**config.mk**
```make
export PLATFORM = sky130hd
export DESIGN_NAME = vote_tally_fsm_flat
export DESIGN_NICKNAME = d
export VERILOG_FILES = /design/src/rtl/vote_tally_fsm_if.sv /design/src/rtl/vote_tally_fsm.sv /design/src/flat_wrapper.sv
export SDC_FILE = /design/constraint.sdc
export NUM_CORES = 1
export LEC_CHECK = 0
export BUFFER_PORTS_ARGS = -buffer_cell sky130_fd_sc_hd__buf_2
export CAP_MARGIN = 0
export CORE_AREA = 2 2 49 97
export CTS_CLUSTER_DIAMETER = 100
export DETAILED_ROUTE_END_ITERATION = 6
export DIE_AREA = 0 0 51 99
export REMOVE_ABC_BUFFERS = 1
export SLEW_MARGIN = 15
export SYNTH_ARGS = -nofsm -noshare
export SYNTH_HDL_FRONTEND = slang
export SYNTH_SLANG_ARGS = --single-unit
```
**constraint.sdc**
```tcl
create_clock -name clk -period 5.3 [get_ports clk]
set_input_delay 0.265 -clock clk [delete_from_list [all_inputs] [get_ports clk]]
set_output_delay 0.265 -clock clk [all_outputs]
set_load 0.02 [all_outputs]
```
**src/rtl/vote_tally_fsm_if.sv**
```systemverilog
// rtl/vote_tally_fsm_if.sv - ballot control and result bus for vote_tally_fsm
//
// Purpose: bundles the per-voter vote strobes and the registered ballot result.
// Ports (signals):
//   start       opens a ballot (honoured only when the tally is idle or done)
//   vote_valid  per-voter vote strobe
//   vote_yes    per-voter vote value when strobed (1 = yes, 0 = no)
//   busy        ballot window open or decision pending
//   done        one-cycle pulse when a new result is valid
//   result      [2] win, [1] tie, [0] lose; 000 when quorum is missed
//   no_quorum   last ballot had fewer votes than the quorum
//   yes_cnt     yes votes in the current/last ballot
//   no_cnt      no votes in the current/last ballot
//   voted       voters that have voted in this ballot
// Modports: master drives votes and start, slave is the tally block.
interface vote_tally_fsm_if #(
   parameter int N_VOTERS = 4
);
   localparam int CW = $clog2(N_VOTERS + 1);

   logic                start;
   logic [N_VOTERS-1:0] vote_valid;
   logic [N_VOTERS-1:0] vote_yes;
   logic                busy;
   logic                done;
   logic [2:0]          result;
   logic                no_quorum;
   logic [CW-1:0]       yes_cnt;
   logic [CW-1:0]       no_cnt;
   logic [N_VOTERS-1:0] voted;

   modport master (
      output start, vote_valid, vote_yes,
      input  busy, done, result, no_quorum, yes_cnt, no_cnt, voted
   );

   modport slave (
      input  start, vote_valid, vote_yes,
      output busy, done, result, no_quorum, yes_cnt, no_cnt, voted
   );
endinterface

```
**src/rtl/vote_tally_fsm.sv**
```systemverilog
// rtl/vote_tally_fsm.sv - clocked ballot tally with timeout, quorum and chair tie-break
//
// Purpose: opens a ballot window on start, accepts one vote per voter until
// everyone has voted or the window times out, then registers a one-hot
// win/tie/lose decision and holds it until the next ballot.
// Ports:
//   clk    rising-edge clock
//   rst_n  asynchronous active-low reset
//   bus    vote_tally_fsm_if.slave (start, vote_valid, vote_yes in;
//          busy, done, result, no_quorum, yes_cnt, no_cnt, voted out)
module vote_tally_fsm #(
   parameter int N_VOTERS  = 4,
   parameter int TIMEOUT   = 16,
   parameter int QUORUM    = 1,
   parameter int TIE_BREAK = 0
) (
   input logic             clk,
   input logic             rst_n,
   vote_tally_fsm_if.slave bus
);
   localparam int CW = $clog2(N_VOTERS + 1);
   localparam int TW = (TIMEOUT > 1) ? $clog2(TIMEOUT) : 1;
   localparam logic [TW-1:0] TIMER_LAST = TW'(TIMEOUT - 1);
   localparam logic [CW:0]   QUORUM_W   = (CW + 1)'(QUORUM);

   typedef enum logic [1:0] {
      S_IDLE,
      S_COLLECT,
      S_DECIDE,
      S_DONE
   } state_t;

   state_t              state;
   state_t              state_nxt;

   logic [N_VOTERS-1:0] voted_q;
   logic [N_VOTERS-1:0] accept;
   logic [N_VOTERS-1:0] voted_nxt;
   logic [CW-1:0]       yes_q;
   logic [CW-1:0]       no_q;
   logic [CW-1:0]       add_yes;
   logic [CW-1:0]       add_no;
   logic [TW-1:0]       timer_q;
   logic                v0_yes_q;
   logic [2:0]          result_q;
   logic                nq_q;
   logic                done_q;
   logic                clear;
   logic                decide;
   logic [2:0]          dec_result;
   logic                dec_nq;
   logic [CW:0]         total;

   // First vote is final: only strobes from voters not yet in the mask count,
   // and only while the window is open.
   always_comb begin
      accept  = '0;
      add_yes = '0;
      add_no  = '0;
      if (state == S_COLLECT) begin
         accept = bus.vote_valid & ~voted_q;
      end
      for (int i = 0; i < N_VOTERS; i++) begin
         if (accept[i]) begin
            if (bus.vote_yes[i]) begin
               add_yes = add_yes + CW'(1);
            end else begin
               add_no = add_no + CW'(1);
            end
         end
      end
      voted_nxt = voted_q | accept;
   end

   always_ff @(posedge clk or negedge rst_n) begin
      if (!rst_n) begin
         state <= S_IDLE;
      end else begin
         state <= state_nxt;
      end
   end

   // The window closes on the mask that includes this cycle's votes, so a
   // full turnout in one cycle goes straight to DECIDE.
   always_comb begin
      state_nxt = state;
      clear     = 1'b0;
      decide    = 1'b0;
      case (state)
         S_IDLE, S_DONE: begin
            if (bus.start) begin
               state_nxt = S_COLLECT;
               clear     = 1'b1;
            end
         end
         S_COLLECT: begin
            if ((&voted_nxt) || (timer_q == TIMER_LAST)) begin
               state_nxt = S_DECIDE;
            end
         end
         S_DECIDE: begin
            state_nxt = S_DONE;
            decide    = 1'b1;
         end
         default: begin
            state_nxt = S_IDLE;
         end
      endcase
   end

   // Decision from the final counts; the tie-break needs voter 0 to have
   // actually voted, otherwise an abstaining chair leaves a plain tie.
   always_comb begin
      dec_result = 3'b000;
      dec_nq     = 1'b0;
      total      = {1'b0, yes_q} + {1'b0, no_q};
      if (total < QUORUM_W) begin
         dec_nq = 1'b1;
      end else if (yes_q > no_q) begin
         dec_result = 3'b100;
      end else if (yes_q < no_q) begin
         dec_result = 3'b001;
      end else if ((TIE_BREAK != 0) && voted_q[0]) begin
         dec_result = v0_yes_q ? 3'b100 : 3'b001;
      end else begin
         dec_result = 3'b010;
      end
   end

   always_ff @(posedge clk or negedge rst_n) begin
      if (!rst_n) begin
         voted_q  <= '0;
         yes_q    <= '0;
         no_q     <= '0;
         timer_q  <= '0;
         v0_yes_q <= 1'b0;
         result_q <= 3'b000;
         nq_q     <= 1'b0;
         done_q   <= 1'b0;
      end else begin
         done_q <= decide;
         if (clear) begin
            // result/no_quorum keep showing the previous ballot until decided
            voted_q  <= '0;
            yes_q    <= '0;
            no_q     <= '0;
            timer_q  <= '0;
            v0_yes_q <= 1'b0;
         end else if (state == S_COLLECT) begin
            voted_q <= voted_nxt;
            yes_q   <= yes_q + add_yes;
            no_q    <= no_q + add_no;
            timer_q <= timer_q + TW'(1);
            if (accept[0]) begin
               v0_yes_q <= bus.vote_yes[0];
            end
         end
         if (decide) begin
            result_q <= dec_result;
            nq_q     <= dec_nq;
         end
      end
   end

   assign bus.busy      = (state == S_COLLECT) || (state == S_DECIDE);
   assign bus.done      = done_q;
   assign bus.result    = result_q;
   assign bus.no_quorum = nq_q;
   assign bus.yes_cnt   = yes_q;
   assign bus.no_cnt    = no_q;
   assign bus.voted     = voted_q;
endmodule

```
**src/flat_wrapper.sv**
```systemverilog
// flat-port wrapper written by rule: the top's interface ports become plain ports
module vote_tally_fsm_flat 
#(
   parameter int N_VOTERS  = 4,
   parameter int TIMEOUT   = 16,
   parameter int QUORUM    = 1,
   parameter int TIE_BREAK = 0
)
  (clk, rst_n, bus_start, bus_vote_valid, bus_vote_yes, bus_busy, bus_done, bus_result, bus_no_quorum, bus_yes_cnt, bus_no_cnt, bus_voted);
  vote_tally_fsm_if #(.N_VOTERS(N_VOTERS)) bus_i ();
  input logic clk;
  input logic rst_n;
  input wire logic [$bits(bus_i.start)-1:0] bus_start;
  input wire logic [$bits(bus_i.vote_valid)-1:0] bus_vote_valid;
  input wire logic [$bits(bus_i.vote_yes)-1:0] bus_vote_yes;
  output wire logic [$bits(bus_i.busy)-1:0] bus_busy;
  output wire logic [$bits(bus_i.done)-1:0] bus_done;
  output wire logic [$bits(bus_i.result)-1:0] bus_result;
  output wire logic [$bits(bus_i.no_quorum)-1:0] bus_no_quorum;
  output wire logic [$bits(bus_i.yes_cnt)-1:0] bus_yes_cnt;
  output wire logic [$bits(bus_i.no_cnt)-1:0] bus_no_cnt;
  output wire logic [$bits(bus_i.voted)-1:0] bus_voted;
  assign bus_i.start = bus_start;
  assign bus_i.vote_valid = bus_vote_valid;
  assign bus_i.vote_yes = bus_vote_yes;
  assign bus_busy = bus_i.busy;
  assign bus_done = bus_i.done;
  assign bus_result = bus_i.result;
  assign bus_no_quorum = bus_i.no_quorum;
  assign bus_yes_cnt = bus_i.yes_cnt;
  assign bus_no_cnt = bus_i.no_cnt;
  assign bus_voted = bus_i.voted;
  vote_tally_fsm #(.N_VOTERS(N_VOTERS), .TIMEOUT(TIMEOUT), .QUORUM(QUORUM), .TIE_BREAK(TIE_BREAK)) u_core (.clk(clk), .rst_n(rst_n), .bus(bus_i));
endmodule
```
==> key figures <==
Logic synthesis
  – Synth Flop Type: dfrtp_1
  – Post-synth top cells: 21 x dfrtp_1, 17 x ha_1, 16 x nor2_1, 13 x inv_1
  – Post-synth EDFFs: 0
  – Yosys reg bits: 21
  – YS warnings: 0
  – Mapped Cells: 140
  – Async SR Flop Fraction: 1.00
  – Most instantiated library cell after synthesis: dfrtp_1
  – Syn Area/Cell: 10.6 sq um
  – Cell area after synthesis: 1480 sq um
  – Sequential-to-total area share from yosys stat: 0.355
  – Yosys top cell by area: dfrtp_1
  – Synth top area cells: dfrtp_1 36%, ha_1 14%, mux2_2 5.3%
  – Share of the synthesized area in the top cell type: 0.355
  – Cell variety after synth: 40

Global routing
  – GRT Overall Usage: 0.139
  – Gr ovfl total: 0
  – First-pass GRT wire length: 5.45 mm
  – Initial antenna violation count: 0
  – Largest net degree at the start of global routing: 22
  – Vias in the first global route: 1,251

Critical path
  – Crit Path Class: reg -> reg
  – Crit path arrival time: 4.28 ns
  – WP buf/inv: 1
  – Critical path's top delay family: adder cells
  – Top cell by count, worst path: ha_1
  – Crit path max fanout: 2
  – Max stage delay cell, worst path: fa_1
  – Worst path required time: 5.48 ns
  – Crit end category: flop
  – Element type at the critical path start: flop
  – CP cell instances: inv_1 -> ha_1 -> nand2_1 -> nor3b_1 -> ha_1 -> mux2_4 -> ha_1 -> mux2_2 -> ha_1 -> mux2_2 -> fa_1 -> xnor3_1 -> or3_1 -> a21oi_1
  – CP peak stage delay: 0.39 ns

Clocking
  – Number of gates resized after cts: 0
  – H-tree Lvls: 1
  – Worst skew pair latency: 0.26 ns
  – CTS sink cnt: 21
  – CTS Hold Bufs: 1
  – Max Buffers Root-to-Sink: 2
  – Setup Buffers After CTS: 0
  – CTS tree: built
  – CTS clock-pin slew for the worst setup and hold paths: 0.07 ns
  – CTS root buffer: clkbuf_8
  – TritonCTS Buffers: 3

Finish
  – Fill cells: 447
  – Multi-input logic area: 885 sq um
  – Share of layout cells above drive strength 1: 0.249
  – Register area: 526 sq um
  – Area Overhead vs Synth: 16.2%
  – Finished Core Util: 0.400
  – Nets: 201
  – N_diodes: 0

Power and ir drop
  – Cell area power density: 500 nW/um^2
  – Overall power: 860 uW
  – Leak: 0.000910 uW
  – Worst IR Drop VDD: 0.180 mV

Timing
  – Total Neg Setup Slack: 0 ns
  – WHS: 0.288 ns
  – Final number of setup-violating endpoints: 0
  – Period minus WS final: 4.11 ns
  – Clock Skews: 0.00315 ns
  – Maximum clock frequency: 244 MHz
  – Worst-Margin Slew: 0.731 ns
  – RSZ-0062 raised after global routing: no
  – Rel. slew slack: 0.512
  – Hold Vio Cnt, Final: 0
  – Final slew viol count: 0
  – Period utilization: 0.775

Die
  – Die W: 51 um
  – Num ports: 27
  – Die Ht: 99 um
  – Cell Rows: 34
  – Die area: 5050 sq um
  – Initial Util: 0.344
  – Core area: 4300 sq um

Run
  – Max-cap viol count: 0

Routing
  – DRC: 0
  – DR vias: 1,114
  – TritonRoute pass-1 iters: 4
  – Final wirelength: 3.20 mm
  – Antenna-violating nets left: 0
  – DRT iter0 DRCs: 13
  – Wire length per cell: 14.4 um
  – Drt via density: 5.00

Place
  – Number of buffers added on ports: 26
  – Hpwl dp: 2.66 mm
  – Final GP Congestion: 0.746

Status
  – Status: complete, no violations

Min path
  – Worst min path class: in -> reg
[sequential cells by signal, summed over array words and instances, names as in the netlist]
name,cells
u_core.bus.result,3
u_core.bus.voted,4
u_core.bus.done,1
u_core.bus.yes_cnt,3
u_core.timer_q,4
u_core.bus.no_cnt,3
u_core.bus.no_quorum,1
u_core.state,2
[cell families after synthesis]
family	Yosys count	synth area share
XOR/XNOR	9	0.0770
AO/OA/AOI/OAI	17	0.0668
buffers and inverters	16	0.0465
multiplexers	13	0.0973
AND/OR/NAND/NOR	44	0.173
flip-flops	21	0.355
adder cells (fa/ha/maj)	20	0.184
[placed cells by master (no fill, tap or decap), types with 3 or more instances in the layout]
cell type and count:
mux2_2 7, xor2_1 4, mux2i_1 5, a21oi_1 7, fa_1 3, nor2_1 16
inv_1 13, o21ai_0 4, dfrtp_1 21, ha_1 17, clkbuf_8 3, nand2_1 7
buf_2 26
[through the flow]
step | setup WS (ns) | instances | instance area (sq um)
after floorplan | 1.04 | 137 | 1460
after global placement | 1.35 | 218 | 1660
after detailed placement | 1.21 | 218 | 1660
after CTS | 1.16 | 223 | 1720
after global routing | 0.978 | 223 | 1720
final | 1.19 | 223 | 1720
[metal layers]
metal | track usage | routed length, um
met5 | 0 | 0
met4 | 0.0665 | 75
met3 | 0.0167 | 88
met2 | 0.277 | 1900
met1 | 0.131 | 1140
[worst register-to-register path, delay by kind of cell (launching register included)]
kind	cells	cell delay [ns]
multiplexers	3	0.85
XOR/XNOR	1	0.39
flip-flops	1	0.38
AND/OR/NAND/NOR	3	0.74
AO/OA/AOI/OAI	1	0.15
buffers and inverters	1	0.08
adder cells (fa/ha/maj)	5	1.43
[layout make-up]
class,instances,area share
multi-input cells,103,0.515
flip-flops and latches,21,0.306
repair buffers,28,0.0859
well taps,54,0.0393
inverters,13,0.0284
clock buffers,4,0.0262
[worst paths after layout]
path | start | end | slack, ns | depth (start not counted)
max in group asynchronous | rst_n | u_core.bus.no_cnt[1] | 4.49 | 2
setup reg to reg | u_core.state[1] | u_core.bus.yes_cnt[2] | 1.19 | 14
setup / recovery | u_core.state[1] | u_core.bus.yes_cnt[2] | 1.19 | 14
min in group asynchronous | rst_n | u_core.bus.no_quorum | 0.49 | 2
hold / removal | bus_vote_valid[1] | u_core.bus.voted[1] | 0.29 | 3
hold reg to reg | u_core.bus.no_quorum | u_core.bus.no_quorum | 0.51 | 1
[power breakdown]
part           leakage [uW]  internal [uW]  switching, uW
sequential         0.000274            219           55.1
clock             0.0000228           53.6           51.2
combinational      0.000613            192            289
total              0.000910            465            395
Note: power is estimated with default switching activity, not from simulation.
